$ cat src/rtl/mult_pkg.sv
// Shared types and constants for the add/shift multiplier sequencer.
package mult_pkg;

    localparam int N_BITS_DEFAULT = 8;

    typedef enum logic [2:0] {
        IDLE,
        CLEAR,
        ADD,
        SHIFT,
        HOLD
    } state_t;

endpackage

$ cat src/rtl/mult_sequencer_if.sv
// Handshake and datapath-strobe bundle between the sequencer and its datapath.
interface mult_sequencer_if;

    logic Load_Clear;
    logic Run;
    logic M;
    logic Clr_Ld;
    logic Clr_XA;
    logic Add;
    logic Sub;
    logic Shift;
    logic Busy;
    logic Done;

    modport master (
        output Load_Clear, Run, M,
        input  Clr_Ld, Clr_XA, Add, Sub, Shift, Busy, Done
    );

    modport slave (
        input  Load_Clear, Run, M,
        output Clr_Ld, Clr_XA, Add, Sub, Shift, Busy, Done
    );

endinterface

$ cat src/rtl/iter_counter.sv
// Iteration counter for the multiply loop; saturates at N_BITS-1 instead of wrapping.
module iter_counter
    import mult_pkg::*;
#(
    parameter int N_BITS = N_BITS_DEFAULT
) (
    input  logic clk,
    input  logic rst,
    input  logic clear,
    input  logic inc,
    output logic last
);

    localparam int CNT_W = $clog2(N_BITS);

    logic [CNT_W-1:0] count;

    always_ff @(posedge clk) begin
        if (rst) begin
            count <= '0;
        end else if (clear) begin
            count <= '0;
        end else if (inc && !last) begin
            count <= count + 1'b1;
        end
    end

    assign last = (count == CNT_W'(N_BITS - 1));

endmodule

$ cat src/rtl/mult_sequencer.sv
// Control FSM for a signed add/shift multiplier: CLEAR, then N_BITS ADD/SHIFT pairs, then HOLD.
module mult_sequencer
    import mult_pkg::*;
#(
    parameter int N_BITS = N_BITS_DEFAULT
) (
    input  logic            Clk,
    input  logic            Reset,
    mult_sequencer_if.slave bus
);

    state_t state;
    state_t state_nxt;

    logic clr_ld;
    logic clr_xa;
    logic add;
    logic sub;
    logic shift;
    logic busy;
    logic done;
    logic cnt_clear;
    logic cnt_inc;
    logic cnt_last;

    iter_counter #(
        .N_BITS(N_BITS)
    ) u_iter_counter (
        .clk  (Clk),
        .rst  (Reset),
        .clear(cnt_clear),
        .inc  (cnt_inc),
        .last (cnt_last)
    );

    always_ff @(posedge Clk) begin
        if (Reset) begin
            state <= IDLE;
        end else begin
            state <= state_nxt;
        end
    end

    // Reset forces every strobe low combinationally, even before the state register returns to IDLE.
    always_comb begin
        state_nxt = state;
        clr_ld    = 1'b0;
        clr_xa    = 1'b0;
        add       = 1'b0;
        sub       = 1'b0;
        shift     = 1'b0;
        busy      = 1'b0;
        done      = 1'b0;
        cnt_clear = 1'b0;
        cnt_inc   = 1'b0;
        if (!Reset) begin
            case (state)
                IDLE: begin
                    clr_ld = bus.Load_Clear;
                    if (bus.Run && !bus.Load_Clear) begin
                        state_nxt = CLEAR;
                    end
                end
                CLEAR: begin
                    clr_xa    = 1'b1;
                    busy      = 1'b1;
                    cnt_clear = 1'b1;
                    state_nxt = ADD;
                end
                ADD: begin
                    // The final partial product carries the sign bit of B, so it is subtracted.
                    busy      = 1'b1;
                    add       = bus.M && !cnt_last;
                    sub       = bus.M && cnt_last;
                    state_nxt = SHIFT;
                end
                SHIFT: begin
                    shift = 1'b1;
                    busy  = 1'b1;
                    if (cnt_last) begin
                        state_nxt = HOLD;
                    end else begin
                        cnt_inc   = 1'b1;
                        state_nxt = ADD;
                    end
                end
                HOLD: begin
                    done = 1'b1;
                    if (!bus.Run) begin
                        state_nxt = IDLE;
                    end
                end
                default: begin
                    state_nxt = IDLE;
                end
            endcase
        end
    end

    assign bus.Clr_Ld = clr_ld;
    assign bus.Clr_XA = clr_xa;
    assign bus.Add    = add;
    assign bus.Sub    = sub;
    assign bus.Shift  = shift;
    assign bus.Busy   = busy;
    assign bus.Done   = done;

endmodule

$ cat src/flat_wrapper.sv
// flat-port wrapper written by rule: the top's interface ports become plain ports
module mult_sequencer_flat import mult_pkg::*;
#(
    parameter int N_BITS = N_BITS_DEFAULT
)
  (Clk, Reset, bus_Load_Clear, bus_Run, bus_M, bus_Clr_Ld, bus_Clr_XA, bus_Add, bus_Sub, bus_Shift, bus_Busy, bus_Done);
  mult_sequencer_if bus_i ();
  input  logic Clk;
  input  logic Reset;
  input wire logic [$bits(bus_i.Load_Clear)-1:0] bus_Load_Clear;
  input wire logic [$bits(bus_i.Run)-1:0] bus_Run;
  input wire logic [$bits(bus_i.M)-1:0] bus_M;
  output wire logic [$bits(bus_i.Clr_Ld)-1:0] bus_Clr_Ld;
  output wire logic [$bits(bus_i.Clr_XA)-1:0] bus_Clr_XA;
  output wire logic [$bits(bus_i.Add)-1:0] bus_Add;
  output wire logic [$bits(bus_i.Sub)-1:0] bus_Sub;
  output wire logic [$bits(bus_i.Shift)-1:0] bus_Shift;
  output wire logic [$bits(bus_i.Busy)-1:0] bus_Busy;
  output wire logic [$bits(bus_i.Done)-1:0] bus_Done;
  assign bus_i.Load_Clear = bus_Load_Clear;
  assign bus_i.Run = bus_Run;
  assign bus_i.M = bus_M;
  assign bus_Clr_Ld = bus_i.Clr_Ld;
  assign bus_Clr_XA = bus_i.Clr_XA;
  assign bus_Add = bus_i.Add;
  assign bus_Sub = bus_i.Sub;
  assign bus_Shift = bus_i.Shift;
  assign bus_Busy = bus_i.Busy;
  assign bus_Done = bus_i.Done;
  mult_sequencer #(.N_BITS(N_BITS)) u_core (.Clk(Clk), .Reset(Reset), .bus(bus_i));
endmodule
$ cat config.mk
export PLATFORM = sky130hd
export DESIGN_NAME = mult_sequencer_flat
export DESIGN_NICKNAME = d
export VERILOG_FILES = /design/src/rtl/mult_pkg.sv /design/src/rtl/mult_sequencer_if.sv /design/src/rtl/iter_counter.sv /design/src/rtl/mult_sequencer.sv /design/src/flat_wrapper.sv
export SDC_FILE = /design/constraint.sdc
export NUM_CORES = 1
export LEC_CHECK = 0
export BUFFER_PORTS_ARGS = -buffer_cell sky130_fd_sc_hd__buf_2
export CORE_AREA = 8 8 45 47
export DETAILED_ROUTE_END_ITERATION = 10
export DIE_AREA = 0 0 53 55
export MAX_ROUTING_LAYER = met4
export SKIP_CTS_REPAIR_TIMING = 1
export SYNTH_ARGS = -nofsm -noshare
export SYNTH_HDL_FRONTEND = slang
export SYNTH_SLANG_ARGS = --single-unit
$ cat constraint.sdc
create_clock -name Clk -period 1.33 [get_ports Clk]
set_input_delay 0.1995 -clock Clk [delete_from_list [all_inputs] [get_ports Clk]]
set_output_delay 0.1995 -clock Clk [all_outputs]
set_load 0.01 [all_outputs]
; Yosys cells after proc, flatten, opt, wreduce, memory -nomap -nowiden
; Cells that the tools add are included.
; Widths: inputs -> output; s select.
[word_totals]
elab_cells = 41
output_inout_bits = 7
reg_bits = 6
input_bits = 5
[classes]
addsub = 1
eq_ne = 7
mux = 21
reduce_logical = 10
[ops]
columns = op, n
row1 = $mux 1, 17
row2 = $pmux 3 s5, 1
row3 = $mux 3, 3
row4 = $eq 3x2->1 const B, 2
row5 = $eq 3x3->1 const B, 2
row6 = $logic_and 1x1->1, 4
row7 = $add 3x1->3 const B, 1
row8 = $eq 3x1->1 const B, 1
row9 = $logic_not 3->1, 1
row10 = $reduce_or 3->1, 1
row11 = $logic_not 1->1, 2
row12 = $ne 2x1->1 const B, 1
row13 = $ne 2x2->1 const B, 1
row14 = $reduce_and 2->1, 1
row15 = $reduce_or 2->1, 1

; Longest topological paths before layout
[depth]
ltp_word = 5
mapped_depth = 5
ltp_nobuf = 5

; Modules after synthesis
; A second synthesis with hierarchy kept.
[unflattened]
hier_cells = 38
hier_area_um2 = 389.1
[by_module_without_submodules]
columns = mod, area_each_um2, seq_area_each_um2, n_inst, cells_per_inst
row1 = mult_sequencer, 246.5, 60.1, 1, 26
row2 = iter_counter, 142.6, 60.1, 1, 12

; Least setup slack after synthesis
; No wires, ideal clock.
[synth_path]
kind = flip-flop to flip-flop
start = reg u_core.u_iter_counter.count[0]
end = reg u_core.u_iter_counter.count[0]
path_slack_ns = -0.102
required_ns = 1.260
path_stages_with_launch = 6
period_less_slack_ns = 1.432
path_buffers = 0
arrival_time_ns = 1.362
setup_ns = 0.070
path_cell_list = dfxtp_1 ha_1 ha_1 or2_0 or3_1 a21oi_1
[synth_between]
elab_chain_len = 5
word_cells_on_any_way = 7
cone_classes = add/sub (1) / eq/ne (1) / mux (3) / reduce/logical (2)
[synth_rtl]
columns = element, line_no
row1 = from (decl), iter_counter.sv:16  ; logic [CNT_W-1:0] count;
row2 = from (signal assigned), iter_counter.sv:24  ; count <= count + 1'b1;
row3 = $eq 3x3->1, iter_counter.sv:28  ; assign last = (count == CNT_W'(N_BITS - 1));
row4 = $mux 1, mult_sequencer.sv:80  ; if (cnt_last) begin
row5 = $mux 1, mult_sequencer.sv:57  ; case (state)
row6 = $mux 1, mult_sequencer.sv:56  ; if (!Reset) begin
row7 = $logic_and 1x1->1, iter_counter.sv:23  ; end else if (inc && !last) begin
; Several ways; a longest one is shown, not always the timed one.
; A chain may end at the register's enable or synchronous reset.

; Worst setup path after layout
; Same ends and word-level chain as after synthesis.

==> results.py <==
metrics = {
    "critical_path": {
        "slowest_stage": "dfxtp_2",
        "endpoint_kind": "register",
        "critPathKind": "register to register",
        "required_ns": 1.50,
        "crit_chain": "ha_4 -> ha_4 -> or2_4 -> or3_1 -> a21oi_2",
        "crit_fanout": 4,
        "cpMostUsedCell": "ha_4",
        "max_stage_delay_ns": 0.33,
        "cp-start-kind": "register",
        "critPathArrivalTime_ns": 1.59,
        "rrSetupSlack_ns": -0.09,
    },
    "final_layout": {
        "drive_gt1_frac": 0.576,
        "n_fill_cell": 151,
        "antenna_cells": 0,
        "multi_input_area_um2": 293,
        "final_area_um2": 556,
        "area_growth_pct": 48.5,
        "final_cell_mix": "buf_2, nand3_1, nor2_1",
        "final_common_cell": "buf_2",
        "utilization": 0.401,
        "seq_area_um2": 131,
        "final_cells": 75,
        "nets": 69,
    },
    "sta": {
        "fin_hold_ws_ns": 0.237,
        "setup_viol_count_final": 3,
        "slew_headroom": 0.834,
        "max_freq_mhz": 703,
        "fin_crit_ns": 1.42,
        "rsz0062_at_grt": "true",
        "skew_ns": 0.00146,
        "slew_violations": 0,
        "fin_crit_sh": 1.07,
        "tightest_slew_ns": 0.249,
        "hold_violations": 0,
        "finalWorstSetupSlack_ns": -0.0927,
    },
    "power_and_ir_drop": {
        "power.total_mw": 0.406,
        "p_per_area_nw_per_um2": 732,
        "p_leak_nw": 0.223,
        "ir_drop_mv": 0.269,
    },
    "synthesis": {
        "synthMuxAreaShare": 0,
        "syn_area_per_cell_um2": 8.31,
        "ys_types": 19,
        "ys_ff_latch": 6,
        "yosys.area_share.simple": 0.375,
        "ys_seq_area_frac": 0.321,
        "synth_top_family_by_area": "simple AND/OR/NAND/NOR gates",
        "synth_xor_area_frac": 0,
        "synth-compound-area-share": 0.130,
        "syn_nets": 53,
        "yosys_warnings": 0,
        "synth_area_um2": 374,
        "syn-instance-count": 45,
        "synth_fa_ha_area_frac": 0.100,
    },
    "global_route": {
        "track_usage": 0.0648,
        "grt_first_pass_wirelength_mm": 1.30,
        "antenna_found_initial": 0,
        "overflow": 0,
        "grt_max_degree": 10,
        "grt_pass1_vias": 347,
    },
    "placement": {
        "placed_area_um2": 465,
        "hpwlAfterDp_um": 648,
        "portBuffers": 11,
        "gp_congestion": 0.696,
        "dp.cells": 72,
    },
    "outcome": {
        "violations": "negative setup slack",
        "outcome": "finished, violations left",
    },
    "drt": {
        "drc_errors": 0,
        "ant_nets": 0,
        "via_count": 361,
        "drt_iter0_markers": 1,
        "wl_per_cell_um": 11.1,
        "drt-vias-per-instance": 4.81,
        "routed_wl_um": 835,
        "firstDrtPassIters": 2,
    },
    "floorplan": {
        "std_cell_rows": 14,
        "coreArea_um2": 1380,
        "initial_core_util": 0.270,
        "dieArea_um2": 2920,
        "die_y_um": 55,
        "io_pins": 12,
        "die_width_um": 53,
    },
    "clock_network": {
        "h-tree-depth": 1,
        "tritoncts": "done",
        "clk_path_buf_depth": 2,
        "worst_skew_pair.late_latency_ns": 0.24,
        "clkTransAtPathRegs_ns": 0.04,
        "cts_buffers": 3,
        "cts-root-buf": "clkbuf_4",
        "cts_num_sinks": 6,
    },
    "min_path": {
        "worst_hold_path_type": "primary input to register",
    },
    "run": {
        "drv_cap": 0,
    },
}
[synthesized netlist by cell type]
library cell | instances | area [µm²]
or3_1 | 1 | 6.26
a21oi_1 | 5 | 25.0
ha_1 | 3 | 37.5
inv_1 | 3 | 11.3
and2_1 | 1 | 6.26
nor4b_1 | 2 | 17.5
nand4bb_4 | 1 | 27.5
nor2_1 | 6 | 22.5
nor3_1 | 1 | 5.00
nand3_1 | 6 | 30.0
buf_6 | 1 | 11.3
o21ai_0 | 3 | 15.0
dfxtp_1 | 6 | 120
buf_2 | 1 | 5.00
nor2b_1 | 1 | 6.26
and3_1 | 1 | 6.26
or2_0 | 1 | 6.26
nor4_1 | 1 | 6.26
a21o_2 | 1 | 8.76
[critical path, delay by kind of cell (launching register included)]
kind	cells	cell delay [ns]
flip-flops	1	0.33
adder cells (fa/ha/maj)	2	0.34
AND/OR/NAND/NOR	2	0.57
AO/OA/AOI/OAI	1	0.12
[report_power, final]
| part | switching [mW] | total (mW) | leakage, nW | internal, mW |
|---|---|---|---|---|
| clock network | 0.0578 | 0.159 | 0.0138 | 0.102 |
| logic | 0.0252 | 0.0490 | 0.158 | 0.0238 |
| registers | 0.0130 | 0.198 | 0.0516 | 0.185 |
| total | 0.0959 | 0.406 | 0.223 | 0.311 |
[flip-flops by register name (all words and copies together), names as in the netlist]
signal,flops
u_core.u_iter_counter.count,3
u_core.state,3
[worst paths after layout]
path                                                        to                           start  cells past startpoint
worst max-delay path            u_core.u_iter_counter.count[0]  u_core.u_iter_counter.count[0]                      5
worst min-delay path                           u_core.state[2]                         bus_Run                      3
worst max register to register  u_core.u_iter_counter.count[0]  u_core.u_iter_counter.count[0]                      5
worst min register to register  u_core.u_iter_counter.count[1]  u_core.u_iter_counter.count[1]                      2
[through the flow]
stage	TNS [ns]	worst slack [ns]
2_1_floorplan	-0.0344	-0.0344
3_3_place_gp	-0.0641	-0.0641
3_5_place_dp	-0.0829	-0.0829
4_1_cts	-0.704	-0.197
5_1_grt	-0.416	-0.155
6_report	-0.227	-0.0927
[logic make-up (layout without fill, tap and decap cells)]
logic type	Yosys count	in the layout
buffers and inverters	5	19
AOI/OAI and AO/OA	9	9
DFF	6	6
and+or+nand+nor	22	22
adders and majority gates	3	3
[layer usage]
metal | vias up | share of wire | GRT usage
met1 | 154 | 0.41 | 0.0608
met4 | 0 | 0.046 | 0.0905
li1 | 194 | - | -
met5 | - | 0 | -
met2 | 9 | 0.48 | 0.0977
met3 | 4 | 0.061 | 0.0107
[area by class of cell]
| type | count | share of cell area |
|---|---|---|
| multi-input cells | 34 | 0.527 |
| flip-flops and latches | 6 | 0.236 |
| repair buffers | 13 | 0.140 |
| clock buffers | 3 | 0.0405 |
| well taps | 16 | 0.0360 |
| inverters | 3 | 0.0203 |
Note: power is estimated with default switching activity, not from simulation.
